## config.mk

```make
export PLATFORM = sky130hd
export DESIGN_NAME = dmem_arbiter_flat
export DESIGN_NICKNAME = d
export VERILOG_FILES = /design/src/rtl/dmem_arbiter_if.sv /design/src/rtl/dmem_arbiter.sv /design/src/flat_wrapper.sv
export SDC_FILE = /design/constraint.sdc
export NUM_CORES = 1
export LEC_CHECK = 0
export CAP_MARGIN = 20
export CORE_MARGIN = 10
export CORE_UTILIZATION = 38
export DETAILED_ROUTE_END_ITERATION = 8
export PLACE_DENSITY = 0.81
export SYNTH_ARGS = -nofsm -noshare
export SYNTH_HDL_FRONTEND = slang
export SYNTH_SLANG_ARGS = --single-unit
```

## constraint.sdc

```tcl
create_clock -name clk -period 3.12 [get_ports clk]
set_input_delay 0.312 -clock clk [delete_from_list [all_inputs] [get_ports clk]]
set_output_delay 0.312 -clock clk [all_outputs]
set_load 0.02 [all_outputs]
```

## src/rtl/dmem_arbiter_if.sv

```systemverilog
// Bus bundle between the two requesters, the arbiter and the single-ported dmem.
// The slave modport is the arbiter's view; master is the surrounding system's view.
interface dmem_arbiter_if #(
   parameter int ADDR_WIDTH = 22,
   parameter int DATA_WIDTH = 32
);
   logic                  req0Valid;
   logic                  req0Write;
   logic [ADDR_WIDTH-1:0] req0Address;
   logic [DATA_WIDTH-1:0] req0DataIn;
   logic                  req0Ready;
   logic                  resp0Valid;
   logic [DATA_WIDTH-1:0] resp0Data;

   logic                  req1Valid;
   logic                  req1Write;
   logic [ADDR_WIDTH-1:0] req1Address;
   logic [DATA_WIDTH-1:0] req1DataIn;
   logic                  req1Ready;
   logic                  resp1Valid;
   logic [DATA_WIDTH-1:0] resp1Data;

   logic [ADDR_WIDTH-1:0] memAddress;
   logic [DATA_WIDTH-1:0] memDataIn;
   logic                  memWriteEnable;
   logic [DATA_WIDTH-1:0] memDataOut;
   logic                  busy;

   modport slave (
      input  req0Valid, req0Write, req0Address, req0DataIn,
      output req0Ready, resp0Valid, resp0Data,
      input  req1Valid, req1Write, req1Address, req1DataIn,
      output req1Ready, resp1Valid, resp1Data,
      output memAddress, memDataIn, memWriteEnable, busy,
      input  memDataOut
   );

   modport master (
      output req0Valid, req0Write, req0Address, req0DataIn,
      input  req0Ready, resp0Valid, resp0Data,
      output req1Valid, req1Write, req1Address, req1DataIn,
      input  req1Ready, resp1Valid, resp1Data,
      input  memAddress, memDataIn, memWriteEnable, busy,
      output memDataOut
   );
endinterface

```

## src/rtl/dmem_arbiter.sv

```systemverilog
// Round-robin two-requester arbiter for the single-ported data memory.
// Each transaction runs IDLE (accept) -> ACCESS (memory cycle) -> RESP (one-cycle response pulse).
module dmem_arbiter #(
   parameter int ADDR_WIDTH = 22,
   parameter int DATA_WIDTH = 32
) (
   input  logic           clk,
   input  logic           reset,
   dmem_arbiter_if.slave  bus
);

   typedef enum logic [1:0] {IDLE, ACCESS, RESP} state_t;

   state_t                state_q, state_d;
   logic                  prio_q, prio_d;
   logic                  gnt_q, gnt_d;
   logic                  we_q, we_d;
   logic [ADDR_WIDTH-1:0] addr_q, addr_d;
   logic [DATA_WIDTH-1:0] wdata_q, wdata_d;
   logic [DATA_WIDTH-1:0] rdata_q, rdata_d;
   logic                  resp0_valid_q, resp0_valid_d;
   logic                  resp1_valid_q, resp1_valid_d;

   logic win0, win1, rdy0, rdy1;

   // Sole requester always wins; on contention the priority pointer decides.
   assign win0 = bus.req0Valid && (!bus.req1Valid || !prio_q);
   assign win1 = bus.req1Valid && (!bus.req0Valid ||  prio_q);
   assign rdy0 = (state_q == IDLE) && win0;
   assign rdy1 = (state_q == IDLE) && win1;

   always_comb begin
      state_d       = state_q;
      prio_d        = prio_q;
      gnt_d         = gnt_q;
      we_d          = we_q;
      addr_d        = addr_q;
      wdata_d       = wdata_q;
      rdata_d       = rdata_q;
      resp0_valid_d = 1'b0;
      resp1_valid_d = 1'b0;
      case (state_q)
         IDLE: begin
            if (rdy0 || rdy1) begin
               gnt_d   = rdy1;
               prio_d  = ~rdy1;
               we_d    = rdy1 ? bus.req1Write   : bus.req0Write;
               addr_d  = rdy1 ? bus.req1Address : bus.req0Address;
               wdata_d = rdy1 ? bus.req1DataIn  : bus.req0DataIn;
               state_d = ACCESS;
            end
         end
         ACCESS: begin
            // we_q doubles as the latched write bit while in ACCESS
            if (!we_q) begin
               rdata_d = bus.memDataOut;
            end
            we_d          = 1'b0;
            resp0_valid_d = !gnt_q;
            resp1_valid_d =  gnt_q;
            state_d       = RESP;
         end
         RESP: begin
            state_d = IDLE;
         end
         default: begin
            state_d = IDLE;
         end
      endcase
   end

   always_ff @(posedge clk or posedge reset) begin
      if (reset) begin
         state_q       <= IDLE;
         prio_q        <= 1'b0;
         gnt_q         <= 1'b0;
         we_q          <= 1'b0;
         addr_q        <= '0;
         wdata_q       <= '0;
         rdata_q       <= '0;
         resp0_valid_q <= 1'b0;
         resp1_valid_q <= 1'b0;
      end else begin
         state_q       <= state_d;
         prio_q        <= prio_d;
         gnt_q         <= gnt_d;
         we_q          <= we_d;
         addr_q        <= addr_d;
         wdata_q       <= wdata_d;
         rdata_q       <= rdata_d;
         resp0_valid_q <= resp0_valid_d;
         resp1_valid_q <= resp1_valid_d;
      end
   end

   assign bus.req0Ready      = rdy0;
   assign bus.req1Ready      = rdy1;
   assign bus.resp0Valid     = resp0_valid_q;
   assign bus.resp1Valid     = resp1_valid_q;
   assign bus.resp0Data      = rdata_q;
   assign bus.resp1Data      = rdata_q;
   assign bus.memAddress     = addr_q;
   assign bus.memDataIn      = wdata_q;
   assign bus.memWriteEnable = we_q;
   assign bus.busy           = (state_q != IDLE);

endmodule
```

## src/flat_wrapper.sv

```systemverilog
// flat-port wrapper written by rule: the top's interface ports become plain ports
module dmem_arbiter_flat 
#(
   parameter int ADDR_WIDTH = 22,
   parameter int DATA_WIDTH = 32
)
  (clk, reset, bus_req0Valid, bus_req0Write, bus_req0Address, bus_req0DataIn, bus_req0Ready, bus_resp0Valid, bus_resp0Data, bus_req1Valid, bus_req1Write, bus_req1Address, bus_req1DataIn, bus_req1Ready, bus_resp1Valid, bus_resp1Data, bus_memAddress, bus_memDataIn, bus_memWriteEnable, bus_busy, bus_memDataOut);
  dmem_arbiter_if #(.ADDR_WIDTH(ADDR_WIDTH), .DATA_WIDTH(DATA_WIDTH)) bus_i ();
  input  logic clk;
  input  logic reset;
  input wire logic [$bits(bus_i.req0Valid)-1:0] bus_req0Valid;
  input wire logic [$bits(bus_i.req0Write)-1:0] bus_req0Write;
  input wire logic [$bits(bus_i.req0Address)-1:0] bus_req0Address;
  input wire logic [$bits(bus_i.req0DataIn)-1:0] bus_req0DataIn;
  output wire logic [$bits(bus_i.req0Ready)-1:0] bus_req0Ready;
  output wire logic [$bits(bus_i.resp0Valid)-1:0] bus_resp0Valid;
  output wire logic [$bits(bus_i.resp0Data)-1:0] bus_resp0Data;
  input wire logic [$bits(bus_i.req1Valid)-1:0] bus_req1Valid;
  input wire logic [$bits(bus_i.req1Write)-1:0] bus_req1Write;
  input wire logic [$bits(bus_i.req1Address)-1:0] bus_req1Address;
  input wire logic [$bits(bus_i.req1DataIn)-1:0] bus_req1DataIn;
  output wire logic [$bits(bus_i.req1Ready)-1:0] bus_req1Ready;
  output wire logic [$bits(bus_i.resp1Valid)-1:0] bus_resp1Valid;
  output wire logic [$bits(bus_i.resp1Data)-1:0] bus_resp1Data;
  output wire logic [$bits(bus_i.memAddress)-1:0] bus_memAddress;
  output wire logic [$bits(bus_i.memDataIn)-1:0] bus_memDataIn;
  output wire logic [$bits(bus_i.memWriteEnable)-1:0] bus_memWriteEnable;
  output wire logic [$bits(bus_i.busy)-1:0] bus_busy;
  input wire logic [$bits(bus_i.memDataOut)-1:0] bus_memDataOut;
  assign bus_i.req0Valid = bus_req0Valid;
  assign bus_i.req0Write = bus_req0Write;
  assign bus_i.req0Address = bus_req0Address;
  assign bus_i.req0DataIn = bus_req0DataIn;
  assign bus_req0Ready = bus_i.req0Ready;
  assign bus_resp0Valid = bus_i.resp0Valid;
  assign bus_resp0Data = bus_i.resp0Data;
  assign bus_i.req1Valid = bus_req1Valid;
  assign bus_i.req1Write = bus_req1Write;
  assign bus_i.req1Address = bus_req1Address;
  assign bus_i.req1DataIn = bus_req1DataIn;
  assign bus_req1Ready = bus_i.req1Ready;
  assign bus_resp1Valid = bus_i.resp1Valid;
  assign bus_resp1Data = bus_i.resp1Data;
  assign bus_memAddress = bus_i.memAddress;
  assign bus_memDataIn = bus_i.memDataIn;
  assign bus_memWriteEnable = bus_i.memWriteEnable;
  assign bus_busy = bus_i.busy;
  assign bus_i.memDataOut = bus_memDataOut;
  dmem_arbiter #(.ADDR_WIDTH(ADDR_WIDTH), .DATA_WIDTH(DATA_WIDTH)) u_core (.clk(clk), .reset(reset), .bus(bus_i));
endmodule
```

==> metrics.md <==
| Metric | Value |
|---|---|
| Clk slew on worst S/H paths | `60 ps` |
| Postcts setup bufs | `0` |
| Drt pass-1 iters | `4` |
| Iter 0 DRT Violations | `between 300 and 400` |
| # diodes | `0` |
| Via count | `~4200` |
| Cell Chain, Critical Path | `nor2_2 -> inv_1 -> buf_4 -> clkdlybuf4s50_1` |
| Number of synthesized flops with an enable pin | `0` |
| Dpl cell area | `~7000 um2` |
| GPL Wtd Cong | `0.7925` |
| CTS root buf | `clkbuf_16` |
| Syn_area_per_cell | `10.37 um2` |
| Clock Skew | `6.272 ps` |
| Netlist Area Pre-Place | `4492 um2` |
| Lkg Pwr | `3.025 nW` |
| CTS H-Tree Depth | `3` |
| Final nets | `797` |
| Via density | `5.281` |
| Grt total ovfl | `0` |
| Initial Util | `between 30% and 40%` |
| Area share of the largest cell type after synthesis | `51.81%` |
| Number of global-route vias before repair | `around 4400` |
| Critical path type | `register to output port` |
| Measured slew at the worst slew-check pin | `673.5 ps` |
| Crit path launch type | `register` |
| Final HPWL DP | `12.67 mm` |
| Unrepaired setup endpoints after global routing | `false` |
| CP Data Required Time | `2810 ps` |
| Largest net degree at the start of global routing | `58` |
| Fillers | `919` |
| FF-to-FF Start | `u_core.state_q[0]` |
| Worst setup EP type | `output port` |
| Post_cts resized | `0` |
| Initial antenna violation count | `0` |
| Tot GR Track Use | `around a fifth` |
| # setup viols final | `0` |
| DR DRC count | `0` |
| Power Density | `1097 nW/um2` |
| Yosys reg bits | `93` |
| Final hold violations | `0` |
| Post-Route WL | `around 17 mm` |
| TritonCTS buffer count | `9` |
| Net Count, Synth | `579` |
| Die area | `16570 um2` |
| Max frequency | `417.6 MHz` |
| Final Cycle Share | `76.76%` |
| Post-DRT Antenna Nets | `0` |
| Routed WL per cell | `21.29 um` |
| Max incr delay on CP | `between 700 and 800 ps` |
| Worst Path Arrival | `2080 ps` |
| Die X | `around 130 um` |
| Max-cap violations | `0` |
| Status | `completed` |
| Slew HR | `55.10%` |
| Clk_lat worst skew | `330 ps` |
| Total Power | `8.007 mW` |
| Die height | `between 100 and 150 um` |
| CTS sink count | `between 90 and 100` |
| IO Pins | `270` |
| Synth area leader | `dfrtp_1` |
| Layout area overhead | `62.45%` |
| Seq/Total Area, Yosys | `between 50% and 60%` |
| FP Rows | `39` |
| Max rail drop VDD | `491.9 uV` |
| Layout cells sized above 1 | `a little under 9%` |
| YS warnings | `0` |
| CTS tree | `done` |
| Port buffer count | `269` |
| Unique cell type count in the Yosys netlist | `28` |
| Hold Path Class | `input port to async pin` |
| Hold slack final | `436.6 ps` |
| Final min period | `2395 ps` |
| Setup TNS | `0 ps` |
| Final instance area | `7297 um2` |
| First-pass GRT wire length | `25.60 mm` |
| Synth top area cells | `dfrtp_1 52%, o311ai_1 9.6%, mux2_2 7.5%` |
| Final Max Slew Viols | `0` |
| Top_reg_cell synth | `dfrtp_1` |
| Clk buf depth | `2` |
| Critical Path Fanout Max | `56` |
| Slowest-stage cell, CP | `clkdlybuf4s50_1` |
| Total core area | `between 10000 and 15000 um2` |
| Setup crit start | `u_core.state_q[0]` |
| FFs w/ async S/R, synth | `100.0%` |
| Post-CTS Hold Fix Bufs | `0` |
| Synth Instances | `433` |
## metal layers
| metal | vias up | GRT usage, % | share of wire [%] |
|---|---|---|---|
| met5 | - | 0 | 0 |
| met4 | 0 | 5.619 | 1.4 |
| met3 | 23 | 8.090 | 11 |
| met2 | 206 | 34.07 | 50 |
| met1 | 2047 | 21.50 | 37 |
| li1 | 1933 | - | - |
## stage by stage
step           instances  setup slack, ps  utilization [%]
3_3_place_gp         783            734.9            60.92
3_5_place_dp         783            684.6            60.92
4_1_cts              797            690.6            63.36
2_1_floorplan        433            387.7                -
6_report             797            725.1            63.36
5_1_grt              797            589.3            63.36
## cell usage after synthesis (2+ instances only)
master	n
buf_2	10
o311ai_1	49
clkbuf_1	14
nand2b_1	2
inv_1	58
nand3_1	54
nor2_2	3
dfrtp_1	93
o311ai_0	5
o21ai_1	3
mux2_2	30
o21ai_0	52
buf_4	44
mux2_1	2
## cell usage in the layout (no fill, tap or decap), drive strengths merged
cell type / instances
clkdlybuf4s50: 269
dfrtp: 93
inv: 58
o21ai: 55
nand3: 54
o311ai: 54
mux2: 32
clkbuf: 12
buf: 8
nor2: 4
nand2b: 2
and2: 2
nor3b: 1
nand2: 1
a21oi: 1
mux2i: 1
a21o: 1
a21boi: 1
and3: 1
o21bai: 1
o311a: 1
clkinv: 1
bufinv: 1
## worst paths after layout
check	end	slack [ps]	cells past startpoint
worst max-delay path	bus_busy	730	4
worst min-delay path	u_core.bus.memDataIn[11]	440	2
worst max register to register	u_core.bus.memWriteEnable	1250	4
worst min register to register	u_core.bus.resp0Valid	450	1
max in group asynchronous	u_core.bus.memDataIn[16]	1980	3
min in group clk	u_core.bus.resp0Valid	450	1
## power by group
group | internal (mW) | switching, mW
clock network | 0.634 | 0.424
logic | 2.20 | 2.51
registers | 1.84 | 0.390
total | 4.68 | 3.33
## sequential cells by signal, indices dropped and copies added, names as in the netlist
signal                     cells
u_core.gnt_q                   1
u_core.bus.resp0Valid          1
u_core.bus.resp1Valid          1
u_core.bus.resp0Data          32
u_core.bus.memWriteEnable      1
u_core.state_q                 2
u_core.bus.memDataIn          32
u_core.bus.memAddress         22
u_core.prio_q                  1
## final cells by class
class	instances	area [um2]	share of cell area, %
Sequential cell	93	2327	31.89
Clock buffer	12	246.5	3.378
Multi-Input combinational cell	212	1524	20.88
Inverter	58	220.2	3.018
Tap cell	143	178.9	2.452
Timing Repair Buffer	277	2765	37.89
Clock inverter	2	35.03	0.4801
## critical path: cells and delay by family (launching register included)
family        cells  cell delay (ps)
flops             1              440
simple gates      1               90
buf+inv           3             1220
## cell families after synthesis
group | Yosys count | synth area share (%)
buffers and inverters | 128 | 14.82
and+or+nand+nor | 65 | 7.632
muxes | 33 | 8.245
AOI/OAI and AO/OA | 114 | 17.49
DFF | 93 | 51.81
Power figures use the tool's default switching activity.
